### config.mk
export PLATFORM = sky130hd
export DESIGN_NAME = uart_fifo
export DESIGN_NICKNAME = d
export VERILOG_FILES = /design/src/rtl/uart_fifo.sv
export SDC_FILE = /design/constraint.sdc
export NUM_CORES = 1
export LEC_CHECK = 0
export ABC_CLOCK_PERIOD_IN_PS = 7500
export CAP_MARGIN = 20
export CORE_ASPECT_RATIO = 1.5
export CORE_MARGIN = 3
export CORE_UTILIZATION = 45
export CTS_BUF_LIST = sky130_fd_sc_hd__clkbuf_16
export CTS_CLUSTER_SIZE = 14
export DETAILED_ROUTE_END_ITERATION = 10
export PLACE_DENSITY = 0.71
export SETUP_SLACK_MARGIN = 0.05
export SLEW_MARGIN = 20
export SYNTH_ARGS = -nofsm -noshare
export SYNTH_HDL_FRONTEND = slang
export SYNTH_HIERARCHICAL = 1
export SYNTH_SLANG_ARGS = --single-unit
### constraint.sdc
create_clock -name clk_48m -period 7.5 [get_ports clk_48m]
set_input_delay 1.875 -clock clk_48m [delete_from_list [all_inputs] [get_ports clk_48m]]
set_output_delay 1.875 -clock clk_48m [all_outputs]
set_load 0.02 [all_outputs]
### src/rtl/uart_fifo.sv
// Memory-mapped UART with programmable baud divisor, TX/RX FIFOs, sticky error flags,
// level interrupt and a free-running millisecond counter.

module uart_fifo_buf #(
    parameter int DEPTH = 16
) (
    input  logic                     clk_48m,
    input  logic                     rstn,
    input  logic                     push,
    input  logic                     pop,
    input  logic [7:0]               din,
    output logic [7:0]               dout,
    output logic [$clog2(DEPTH):0]   level,
    output logic                     full,
    output logic                     empty
);
    localparam int AW = $clog2(DEPTH);

    logic [7:0]    mem [DEPTH];
    logic [AW-1:0] wr_ptr;
    logic [AW-1:0] rd_ptr;
    logic          do_push;
    logic          do_pop;

    assign full    = (level == (AW+1)'(DEPTH));
    assign empty   = (level == '0);
    assign do_push = push & ~full;
    assign do_pop  = pop & ~empty;
    assign dout    = empty ? 8'h00 : mem[rd_ptr];

    always_ff @(posedge clk_48m) begin
        if (!rstn) begin
            wr_ptr <= '0;
            rd_ptr <= '0;
            level  <= '0;
        end else begin
            if (do_push) wr_ptr <= wr_ptr + AW'(1);
            if (do_pop)  rd_ptr <= rd_ptr + AW'(1);
            case ({do_push, do_pop})
                2'b10:   level <= level + (AW+1)'(1);
                2'b01:   level <= level - (AW+1)'(1);
                default: level <= level;
            endcase
        end
    end

    // NOTE: storage has no reset; only pointers and level define what is valid.
    always_ff @(posedge clk_48m) begin
        if (do_push) mem[wr_ptr] <= din;
    end
endmodule

module uart_fifo #(
    parameter int CLK_HZ   = 48000000,
    parameter int BAUD_DIV = 48,
    parameter int TX_DEPTH = 16,
    parameter int RX_DEPTH = 16
) (
    input  logic        clk_48m,
    input  logic        rstn,
    input  logic        m_sel,
    input  logic [3:0]  m_addr,
    input  logic [31:0] m_data_i,
    output logic [31:0] m_data_o,
    input  logic        m_rd,
    input  logic        m_wr,
    output logic        m_intr_o,
    output logic        TXD,
    input  logic        RXD
);
    localparam logic [31:0] MS_LAST = 32'(CLK_HZ / 1000 - 1);

    typedef enum logic [1:0] {S_IDLE, S_START, S_DATA, S_STOP} uart_state_t;

    logic [15:0] baud;
    logic [31:0] ms_count, ms_presc;
    logic        rx_overrun, frame_err, tx_drop;

    logic data_wr, status_wr, baud_wr;
    assign data_wr   = m_sel & m_wr & (m_addr == 4'd0);
    assign status_wr = m_sel & m_wr & (m_addr == 4'd1);
    assign baud_wr   = m_sel & m_wr & (m_addr == 4'd3);

    logic unused_inputs;
    assign unused_inputs = ^{m_rd, m_data_i[31:16]};

    // FIFOs
    logic [7:0] tx_head, rx_head, rx_byte;
    logic [$clog2(TX_DEPTH):0] tx_level;
    logic [$clog2(RX_DEPTH):0] rx_level;
    logic tx_full, tx_empty, tx_pop, rx_full, rx_empty, rx_push;

    uart_fifo_buf #(.DEPTH(TX_DEPTH)) u_tx_fifo (
        .clk_48m(clk_48m), .rstn(rstn), .push(data_wr), .pop(tx_pop), .din(m_data_i[7:0]),
        .dout(tx_head), .level(tx_level), .full(tx_full), .empty(tx_empty)
    );

    uart_fifo_buf #(.DEPTH(RX_DEPTH)) u_rx_fifo (
        .clk_48m(clk_48m), .rstn(rstn), .push(rx_push), .pop(status_wr & m_data_i[0]), .din(rx_byte),
        .dout(rx_head), .level(rx_level), .full(rx_full), .empty(rx_empty)
    );

    // Transmitter: every bit, including start and stop, lasts tx_div cycles.
    uart_state_t tx_state;
    logic [15:0] tx_div, tx_cnt;
    logic [7:0]  tx_shift;
    logic [2:0]  tx_bit;
    logic        tx_bit_end;

    assign tx_bit_end = (tx_cnt == tx_div - 16'd1);
    assign tx_pop     = ~tx_empty & ((tx_state == S_IDLE) | ((tx_state == S_STOP) & tx_bit_end));

    always_ff @(posedge clk_48m) begin
        if (!rstn) begin
            tx_state <= S_IDLE;
            TXD      <= 1'b1;
            tx_div   <= 16'(BAUD_DIV);
            tx_cnt   <= '0;
            tx_shift <= '0;
            tx_bit   <= '0;
        end else begin
            tx_cnt <= tx_bit_end ? 16'd0 : tx_cnt + 16'd1;
            case (tx_state)
                S_IDLE: begin
                    tx_cnt <= '0;
                    if (!tx_empty) begin
                        tx_state <= S_START;
                        TXD      <= 1'b0;
                        tx_shift <= tx_head;
                        tx_div   <= baud;
                    end
                end
                S_START: if (tx_bit_end) begin
                    tx_state <= S_DATA;
                    TXD      <= tx_shift[0];
                    tx_bit   <= '0;
                end
                S_DATA: if (tx_bit_end) begin
                    if (tx_bit == 3'd7) begin
                        tx_state <= S_STOP;
                        TXD      <= 1'b1;
                    end else begin
                        TXD      <= tx_shift[1];
                        tx_shift <= tx_shift >> 1;
                        tx_bit   <= tx_bit + 3'd1;
                    end
                end
                S_STOP: if (tx_bit_end) begin
                    if (!tx_empty) begin
                        tx_state <= S_START;
                        TXD      <= 1'b0;
                        tx_shift <= tx_head;
                        tx_div   <= baud;
                    end else begin
                        tx_state <= S_IDLE;
                    end
                end
                default: tx_state <= S_IDLE;
            endcase
        end
    end

    // Receiver: 2-flop synchroniser plus one delayed copy for falling-edge detection.
    logic rxd_meta, rxd_sync, rxd_prev;
    uart_state_t rx_state;
    logic [15:0] rx_div, rx_cnt;
    logic [2:0]  rx_bit;
    logic        rx_err_wait, rx_bit_end, rx_half_end, rx_stop_sample;

    assign rx_bit_end     = (rx_cnt == rx_div - 16'd1);
    assign rx_half_end    = (rx_cnt == {1'b0, rx_div[15:1]} - 16'd1);
    assign rx_stop_sample = (rx_state == S_STOP) & ~rx_err_wait & rx_bit_end;
    assign rx_push        = rx_stop_sample & rxd_sync;

    always_ff @(posedge clk_48m) begin
        if (!rstn) begin
            {rxd_meta, rxd_sync, rxd_prev} <= 3'b111;
            rx_state    <= S_IDLE;
            rx_div      <= 16'(BAUD_DIV);
            rx_cnt      <= '0;
            rx_bit      <= '0;
            rx_byte     <= '0;
            rx_err_wait <= 1'b0;
        end else begin
            rxd_meta <= RXD;
            rxd_sync <= rxd_meta;
            rxd_prev <= rxd_sync;
            rx_cnt   <= rx_cnt + 16'd1;
            case (rx_state)
                S_IDLE: begin
                    rx_cnt <= '0;
                    if (rxd_prev & ~rxd_sync) begin
                        rx_state <= S_START;
                        rx_div   <= baud;
                    end
                end
                S_START: if (rx_half_end) begin
                    rx_cnt   <= '0;
                    rx_bit   <= '0;
                    rx_state <= rxd_sync ? S_IDLE : S_DATA;
                end
                S_DATA: if (rx_bit_end) begin
                    rx_cnt  <= '0;
                    rx_byte <= {rxd_sync, rx_byte[7:1]};
                    rx_bit  <= rx_bit + 3'd1;
                    if (rx_bit == 3'd7) rx_state <= S_STOP;
                end
                S_STOP: begin
                    if (rx_err_wait || rx_bit_end) rx_cnt <= '0;
                    if (rx_err_wait) begin
                        if (rxd_sync) begin
                            rx_err_wait <= 1'b0;
                            rx_state    <= S_IDLE;
                        end
                    end else if (rx_bit_end) begin
                        if (rxd_sync) rx_state    <= S_IDLE;
                        else          rx_err_wait <= 1'b1;
                    end
                end
                default: rx_state <= S_IDLE;
            endcase
        end
    end

    // Registers, sticky flags (a set in the same cycle as a clear wins) and the ms timer.
    always_ff @(posedge clk_48m) begin
        if (!rstn) begin
            baud       <= 16'(BAUD_DIV);
            ms_count   <= '0;
            ms_presc   <= '0;
            rx_overrun <= 1'b0;
            frame_err  <= 1'b0;
            tx_drop    <= 1'b0;
        end else begin
            if (baud_wr) baud <= (m_data_i[15:0] < 16'd4) ? 16'd4 : m_data_i[15:0];
            if (ms_presc == MS_LAST) begin
                ms_presc <= '0;
                ms_count <= ms_count + 32'd1;
            end else begin
                ms_presc <= ms_presc + 32'd1;
            end
            if (status_wr && m_data_i[4]) rx_overrun <= 1'b0;
            if (status_wr && m_data_i[5]) frame_err  <= 1'b0;
            if (status_wr && m_data_i[6]) tx_drop    <= 1'b0;
            if (rx_push && rx_full)        rx_overrun <= 1'b1;
            if (rx_stop_sample && !rxd_sync) frame_err <= 1'b1;
            if (data_wr && tx_full)        tx_drop    <= 1'b1;
        end
    end

    logic tx_idle, rx_valid;
    assign tx_idle  = (tx_state == S_IDLE) & tx_empty;
    assign rx_valid = ~rx_empty;
    assign m_intr_o = rx_valid | rx_overrun | frame_err;

    // NOTE: default assignment first so the read mux never infers a latch.
    always_comb begin
        m_data_o = '0;
        case (m_addr)
            4'd0: m_data_o = {23'b0, rx_valid, rx_head};
            4'd1: m_data_o = {8'b0, 8'(tx_level), 8'(rx_level), 1'b0, tx_drop, frame_err,
                              rx_overrun, rx_full, tx_full, rx_valid, tx_idle};
            4'd2: m_data_o = ms_count;
            4'd3: m_data_o = {16'b0, baud};
            default: m_data_o = '0;
        endcase
    end
endmodule

==> out/metrics.yaml, run 1 <==
detailed_routing:
  drt_first_pass_iters: 6
  route.detailed.drc: 0
  avgRoutedWirePerCell_microns: 19.26
  viasPerCell: 5.784
  initialDrtViolationCount: 1122
  drt-total-wl_mm: 50.51
  ant_nets: 0
  vias: 15170
floorplanning:
  dieWidth_microns: 186.8
  coreArea_sq_mm: 0.04807
  num_rows: 98
  initial_core_util: 0.4591
  die_area_sq_mm: 0.05179
  num_io_pins: 76
  dieHeight_microns: 277.2
synth:
  ys_types: 83
  avgSynthCellArea_sq_um: 11.46
  synth.yosys.seq_area_share: 0.5407
  syn_area_sq_mm: 0.02207
  synth_edf_count: 256
  synth_seq_cells: 468
  synthCells: 1925
  synthesis.nets: 1999
  ys.flop_type: "edfxtp_1"
  asyncSetResetFlopFracSynth: 0
  yosys_warnings: 6
timing:
  rsz0062_at_grt: "no"
  relSlewSlack: 0.2252
  min_period_ps: 6257
  setup_viol: 0
  max_slew.worst_pin.slew_ps: 1160
  max_freq_mhz: 159.8
  final.period_utilization: 0.8343
  maxSlewViolCount: 0
  final-hold-violation-count: 0
  tns_ps: 0
  skew_ps: 30.73
global_route:
  grt_usage: 0.1915
  grt_overflow: 0
  grt_max_degree: 88
  grt_pass1_wl_mm: 80.54
  antenna_found_initial: 2
  grt_pass1_vias: 15210
placement:
  place_area_sq_mm: 0.02315
  dp_hpwl_mm: 34.84
  portBuffers: 58
  routabilityCongestion: 0.8773
cts:
  clkSinkCount: 468
  cts_tree: "yes"
  ctsResizeCount: 0
  clk_pin_slew_ps: 70
  numCtsBuffers: 45
  post_cts_buffers: 0
  hold_buffers: 0
  cts_root_buffer: "clkbuf_16"
  clk_latency_ps: 580
  cts_max_level: 2
  ctsLongestPathBuffers: 3
critical_path:
  critPathCaptureType: "output port"
  r2r_setup_slack_ps: 1460
  crit_type: "primary input to output port"
  crit_path_start_kind: "primary input"
  required_ps: 5620
  crit_arrival_ps: 4380
  worst-path-max-fanout: 18
flow_run:
  drv_cap: 0
power:
  vdd_drop_max_mv: 0.2555
  p_leak_nw: 8.302
  powerDensity_mw_per_mm2: 210.8
cells_and_area:
  final_cell_mix: "edfxtp_1, dfxtp_1, nor2_1"
  final_area_sq_mm: 0.02467
  finalNetCount: 2011
  area.growth.synth_to_final_pct: 11.79
  drive_above_1_share: 0.09031
  layout_commonest_cell: "edfxtp_1"
hold_path:
  hold_path_class: "register to register"
outcome:
  status: "finished clean"
[metal layers]
layer / GRT usage / share of wire
met5: 0 / 0.00026
met4: 0.09098 / 0.046
met3: 0.02634 / 0.043
met2: 0.3507 / 0.52
met1: 0.2199 / 0.39
[critical path, stage by stage]
cell             delay, ps
clkdlybuf4s50_1        440
nor2_1                 190
nand2_1                110
nor2_2                 650
a22oi_1                240
nand2_1                230
clkdlybuf4s50_1        650
[state kept, by name, summed over array words and instances (netlist names), 5 cells and up, named ones only]
signal	cells
u_rx_fifo/mem	128
u_tx_fifo/mem	128
ms_count	32
ms_presc	32
baud	16
rx_cnt	16
rx_div	16
tx_cnt	16
tx_div	16
rx_byte	8
tx_shift	8
u_rx_fifo/level	5
u_tx_fifo/level	5
[final cells by class]
cell class	count	area (sq um)
inverter	43	162.7
tap	650	813.3
sequential	468	11930
clock inverter	36	380.4
antenna	1	2.502
clock buffer	45	1126
fill	4149	23390
timing repair buffer	86	788.3
multi-input combinational	1293	9464
[worst paths after layout]
check,cells after the start,startpoint,end
max,7,m_addr[3],m_data_o[6]
min,1,rxd_meta,rxd_sync
max reg2reg,16,tx_div[2],u_tx_fifo/level[4]
min reg2reg,1,rxd_meta,rxd_sync
[through the flow]
step	total power [mW]	instances	setup WS, ps	hold slack (ps)	utilization
floorplan	2.889	1925	2316	386.3	-
global placement	2.960	2540	1344	440.2	0.4817
detailed placement	2.966	2540	1306	424.1	0.4817
CTS	5.245	2621	1292	456.3	0.5130
global route	5.359	2621	1050	482.7	0.5132
finish	5.201	2622	1243	452.1	0.5133
[synthesized netlist by cell type (32+ instances only)]
cell      count  area [sq um]
edfxtp_1    256          7687
nand4_1      36         225.2
xnor2_1      76         665.6
clkbuf_1     92         345.3
mux4_2       56          1261
and3_1       50         312.8
nand3_1      70         350.3
dfxtp_1     212          4244
xor2_1       78         683.2
and2_1       36         225.2
nand2_1     155         581.8
ha_1         32         400.4
inv_1        40         150.1
nor2b_1      41         256.5
nor3_1       58         290.3
a21oi_1      64         320.3
nor2_1      175         656.9
[cells by family (layout without fill, tap and decap cells)]
family | count (synthesis) | after routing | synth area share
AO/OA/AOI/OAI | 262 | 262 | 0.08193
XOR/XNOR | 154 | 154 | 0.06112
adder cells (fa/ha/maj) | 32 | 32 | 0.01814
buffers and inverters | 164 | 210 | 0.03130
flip-flops | 468 | 468 | 0.5407
multiplexers | 98 | 98 | 0.09406
other | 0 | 1 | 0
AND/OR/NAND/NOR | 747 | 747 | 0.1728
[power by group]
| group | total, mW | switching, mW | internal, mW |
|---|---|---|---|
| clock network | 2.29 | 0.975 | 1.31 |
| registers | 2.72 | 0.0211 | 2.70 |
| logic | 0.192 | 0.133 | 0.0584 |
| total | 5.20 | 1.13 | 4.07 |
Power figures use the tool's default switching activity.
==> run 2: changes to the inputs <==
ABC_CLOCK_PERIOD_IN_PS = 5100   (was 7500)
PLACE_DENSITY = 0.73   (was 0.71)
clock period = 5.1 ns   (was 7.5 ns; I/O delays follow)
==> run 2 against run 1 <==
Worst hold slack better by 8.6 ps. Wire length up 3.1%. Count of clock-buffer cells in the layout down 1. Via count up 1.4%. Non-clock buffer count up 46. Critical path depth unchanged. Register-to-register slack worse by 1200 ps. Core utilization up 0.52 points. Critical path type is now register to output port. Highest routed layer unchanged.
==> out/metrics.yaml, run 2 (synthesis gave the netlist of run 1 again) <==
power:
  pwr-share-clk: 0.423  # was 0.440
  vdd_drop_max_mv: 0.2695  # was 0.2555 mV
  swShare: 0.2207  # was 0.2171
  combPwrFrac: 0.038  # was 0.037
  powerDensity_mw_per_mm2: 298.1  # was 210.8 mW/mm^2
  p_leak_nw: 8.475  # was 8.302 nW
  seq_power_share: 0.538  # was 0.523
  p_switching_mw: 1.639  # was 1.129 mW
  intPower_mw: 5.790  # was 4.071 mW
cts:
  clk_pin_slew_ps: 60  # was 70 ps
  numCtsBuffers: 44  # was 45
  hold_buffers: 0  # unchanged
  cts_max_level: 2  # unchanged
  cts_root_buffer: "clkbuf_16"  # unchanged
  post_cts_buffers: 0  # unchanged
  clkSinkCount: 468  # unchanged
  cts_tree: "yes"  # unchanged
  clk_latency_ps: 570  # was 580 ps
  ctsLongestPathBuffers: 3  # unchanged
timing:
  max_slew.worst_pin.slew_ps: 951.5  # was 1160 ps
  final.period_utilization: 0.9478
  relSlewSlack: 0.3598  # was 0.2252
  rsz0062_at_grt: "no"  # unchanged
  max_freq_mhz: 206.9
  min_period_ps: 4834
  skew_ps: 31.97  # was 30.73 ps
  final-hold-violation-count: 0  # unchanged
  tns_ps: 0  # unchanged
  maxSlewViolCount: 0  # unchanged
  setup_viol: 0  # unchanged
critical_path:
  crit_family: "multiplexers"  # was simple AND/OR/NAND/NOR gates
  required_ps: 3830  # was 5620 ps
  path_buf_inv: 2  # unchanged
  worst-path-max-fanout: 14  # was 18
  max_stage_delay_ps: 790  # was 650 ps
  crit_arrival_ps: 3560  # was 4380 ps
  r2r-start: "rx_div[2]"  # was tx_div[2]
  cp_slowest_cell: "dfxtp_1"  # was nor2_2
  crit_path_start_kind: "register"  # was primary input
  crit_type: "register to output port"  # was primary input to output port
  crit_chain: "buf_4 > mux4_2 > mux4_2 > nor2b_1 > a32oi_1 > nand2_1 > clkdlybuf4s50_1"  # was clkdlybuf4s50_1 > nor2_1 > nand2_1 > nor2_2 > a22oi_1 > nand2_1 > clkdlybuf4s50_1
  critPathCaptureType: "output port"  # unchanged
  cpMostUsedCell: "mux4_2"
detailed_routing:
  ant_nets: 0  # unchanged
  vias: 15380  # was 15170
  viasPerCell: 5.774  # was 5.784
  initialDrtViolationCount: 1241  # was 1122
  drt-total-wl_mm: 52.09  # was 50.51 mm
  route.detailed.drc: 0  # unchanged
  drt_first_pass_iters: 8  # was 6
  avgRoutedWirePerCell_microns: 19.55  # was 19.26 microns
global_route:
  grt_overflow: 0  # unchanged
  antenna_found_initial: 4  # was 2
  grt_pass1_vias: 15440  # was 15210
  grt_pass1_wl_mm: 83.09  # was 80.54 mm
  grt_max_degree: 62  # was 88
  grt_usage: 0.1984  # was 0.1915
placement:
  routabilityCongestion: 0.8811  # was 0.8773
  dp_hpwl_mm: 36.57  # was 34.84 mm
  portBuffers: 58  # unchanged
  place_inst: 2586  # was 2540
floorplanning:
  coreArea_sq_mm: 0.04807  # unchanged
  num_io_pins: 76  # unchanged
  num_rows: 98  # unchanged
  dieHeight_microns: 277.2  # unchanged
  dieWidth_microns: 186.8  # unchanged
  die_area_sq_mm: 0.05179  # unchanged
  initial_core_util: 0.4591  # unchanged
cells_and_area:
  finalNetCount: 2056  # was 2011
  area.growth.synth_to_final_pct: 12.92  # was 11.79%
  fill_cells: 4122  # was 4149
  layout_commonest_cell: "edfxtp_1"  # unchanged
  layout.cells.non_filler: 2664  # was 2622
  drive_above_1_share: 0.1133  # was 0.09031
  final_cell_mix: "edfxtp_1, dfxtp_1, nor2_1"  # unchanged
  reg_top3: "u_rx_fifo/mem: 128 flops, u_tx_fifo/mem: 128 flops"  # unchanged
outcome:
  status: "finished clean"  # unchanged
hold_path:
  hold_path_class: "register to register"  # unchanged
  hold_path.startpoint: "ms_presc[0]"  # was rxd_meta
flow_run:
  drv_cap: 0  # unchanged
run 2: cell count changes in the layout (fill, tap and decap cells not counted), sizes merged:
cell      delta
buf         +46
clkinv       -4
bufinv       -3
clkinvlp     +3
clkbuf       -1
inv          +1
run 2: final timing paths:
path                         to  cells past startpoint  slack (ps)
max                 m_data_o[0]                      7         270
min reg2reg         ms_presc[0]                      1         460
min                 ms_presc[0]                      1         460
max reg2reg  u_rx_fifo/level[2]                     17         280
run 2: worst register-to-register path, cell delays in order, from the launching register on:
cell and delay (ps):
dfxtp_1 390, inv_1 90, ha_2 250, or4b_1 540
or2_1 320, or4_1 560, a22oi_2 210, o2111ai_1 210
nor4_1 360, buf_4 210, o21a_1 160, inv_2 80
ha_1 230, xor2_1 160, ha_1 230, o21a_1 210
or4_1 410, a21oi_1 150
run 2: timing repair:
| action | CTS | global route |
|---|---|---|
| hold endpoints to repair | 0 | 0 |
| endpoints found under the setup margin | 0 | 2 |
| gates resized for setup | 0 | 6 |
run 2: power groups by stage:
stage	clock (mW)	sequential [mW]	combinational, mW
6_report	3.14	4.00	0.285
5_1_grt	3.36	4.00	0.312
4_1_cts	3.21	4.00	0.282
3_5_place_dp	0	4.08	0.281
3_3_place_gp	0	4.08	0.273
2_1_floorplan	0	4.07	0.180
run 2: final cells by class:
class	instances	area [sq um]	area share
Clock buffer	44	1101	0.04418
Clock inverter	33	262.8	0.01054
Timing Repair Buffer	132	1146	0.04599
Sequential cell	468	11930	0.4788
Tap cell	650	813.3	0.03264
Antenna cell	1	2.502	0.0001004
Inverter	43	162.7	0.006527
Multi-Input combinational cell	1293	9499	0.3812
run 2: layer usage:
| metal | global-route usage | up-vias | wire [microns] |
|---|---|---|---|
| met5 | 0 | - | 48 |
| met1 | 0.2259 | 7601 | 19840 |
| met2 | 0.3699 | 418 | 27680 |
| met3 | 0.02723 | 123 | 2445 |
| met4 | 0.08497 | 6 | 2073 |
| li1 | - | 7234 | - |
run 2: through the flow:
stage / total power, mW / hold WS (ps) / worst slack, ps / utilization / instance area [sq um]
global placement: 4.354 / 442.6 / 351.8 / 0.4892 / 23510
finish: 7.430 / 460.7 / 266.4 / 0.5185 / 24920
CTS: 7.492 / 467.7 / 198.4 / 0.5176 / 24880
detailed placement: 4.363 / 453.1 / 266.9 / 0.4892 / 23510
floorplan: 4.249 / 386.3 / 96.10 / - / 22070
global route: 7.670 / 487.9 / 54.22 / 0.5184 / 24920
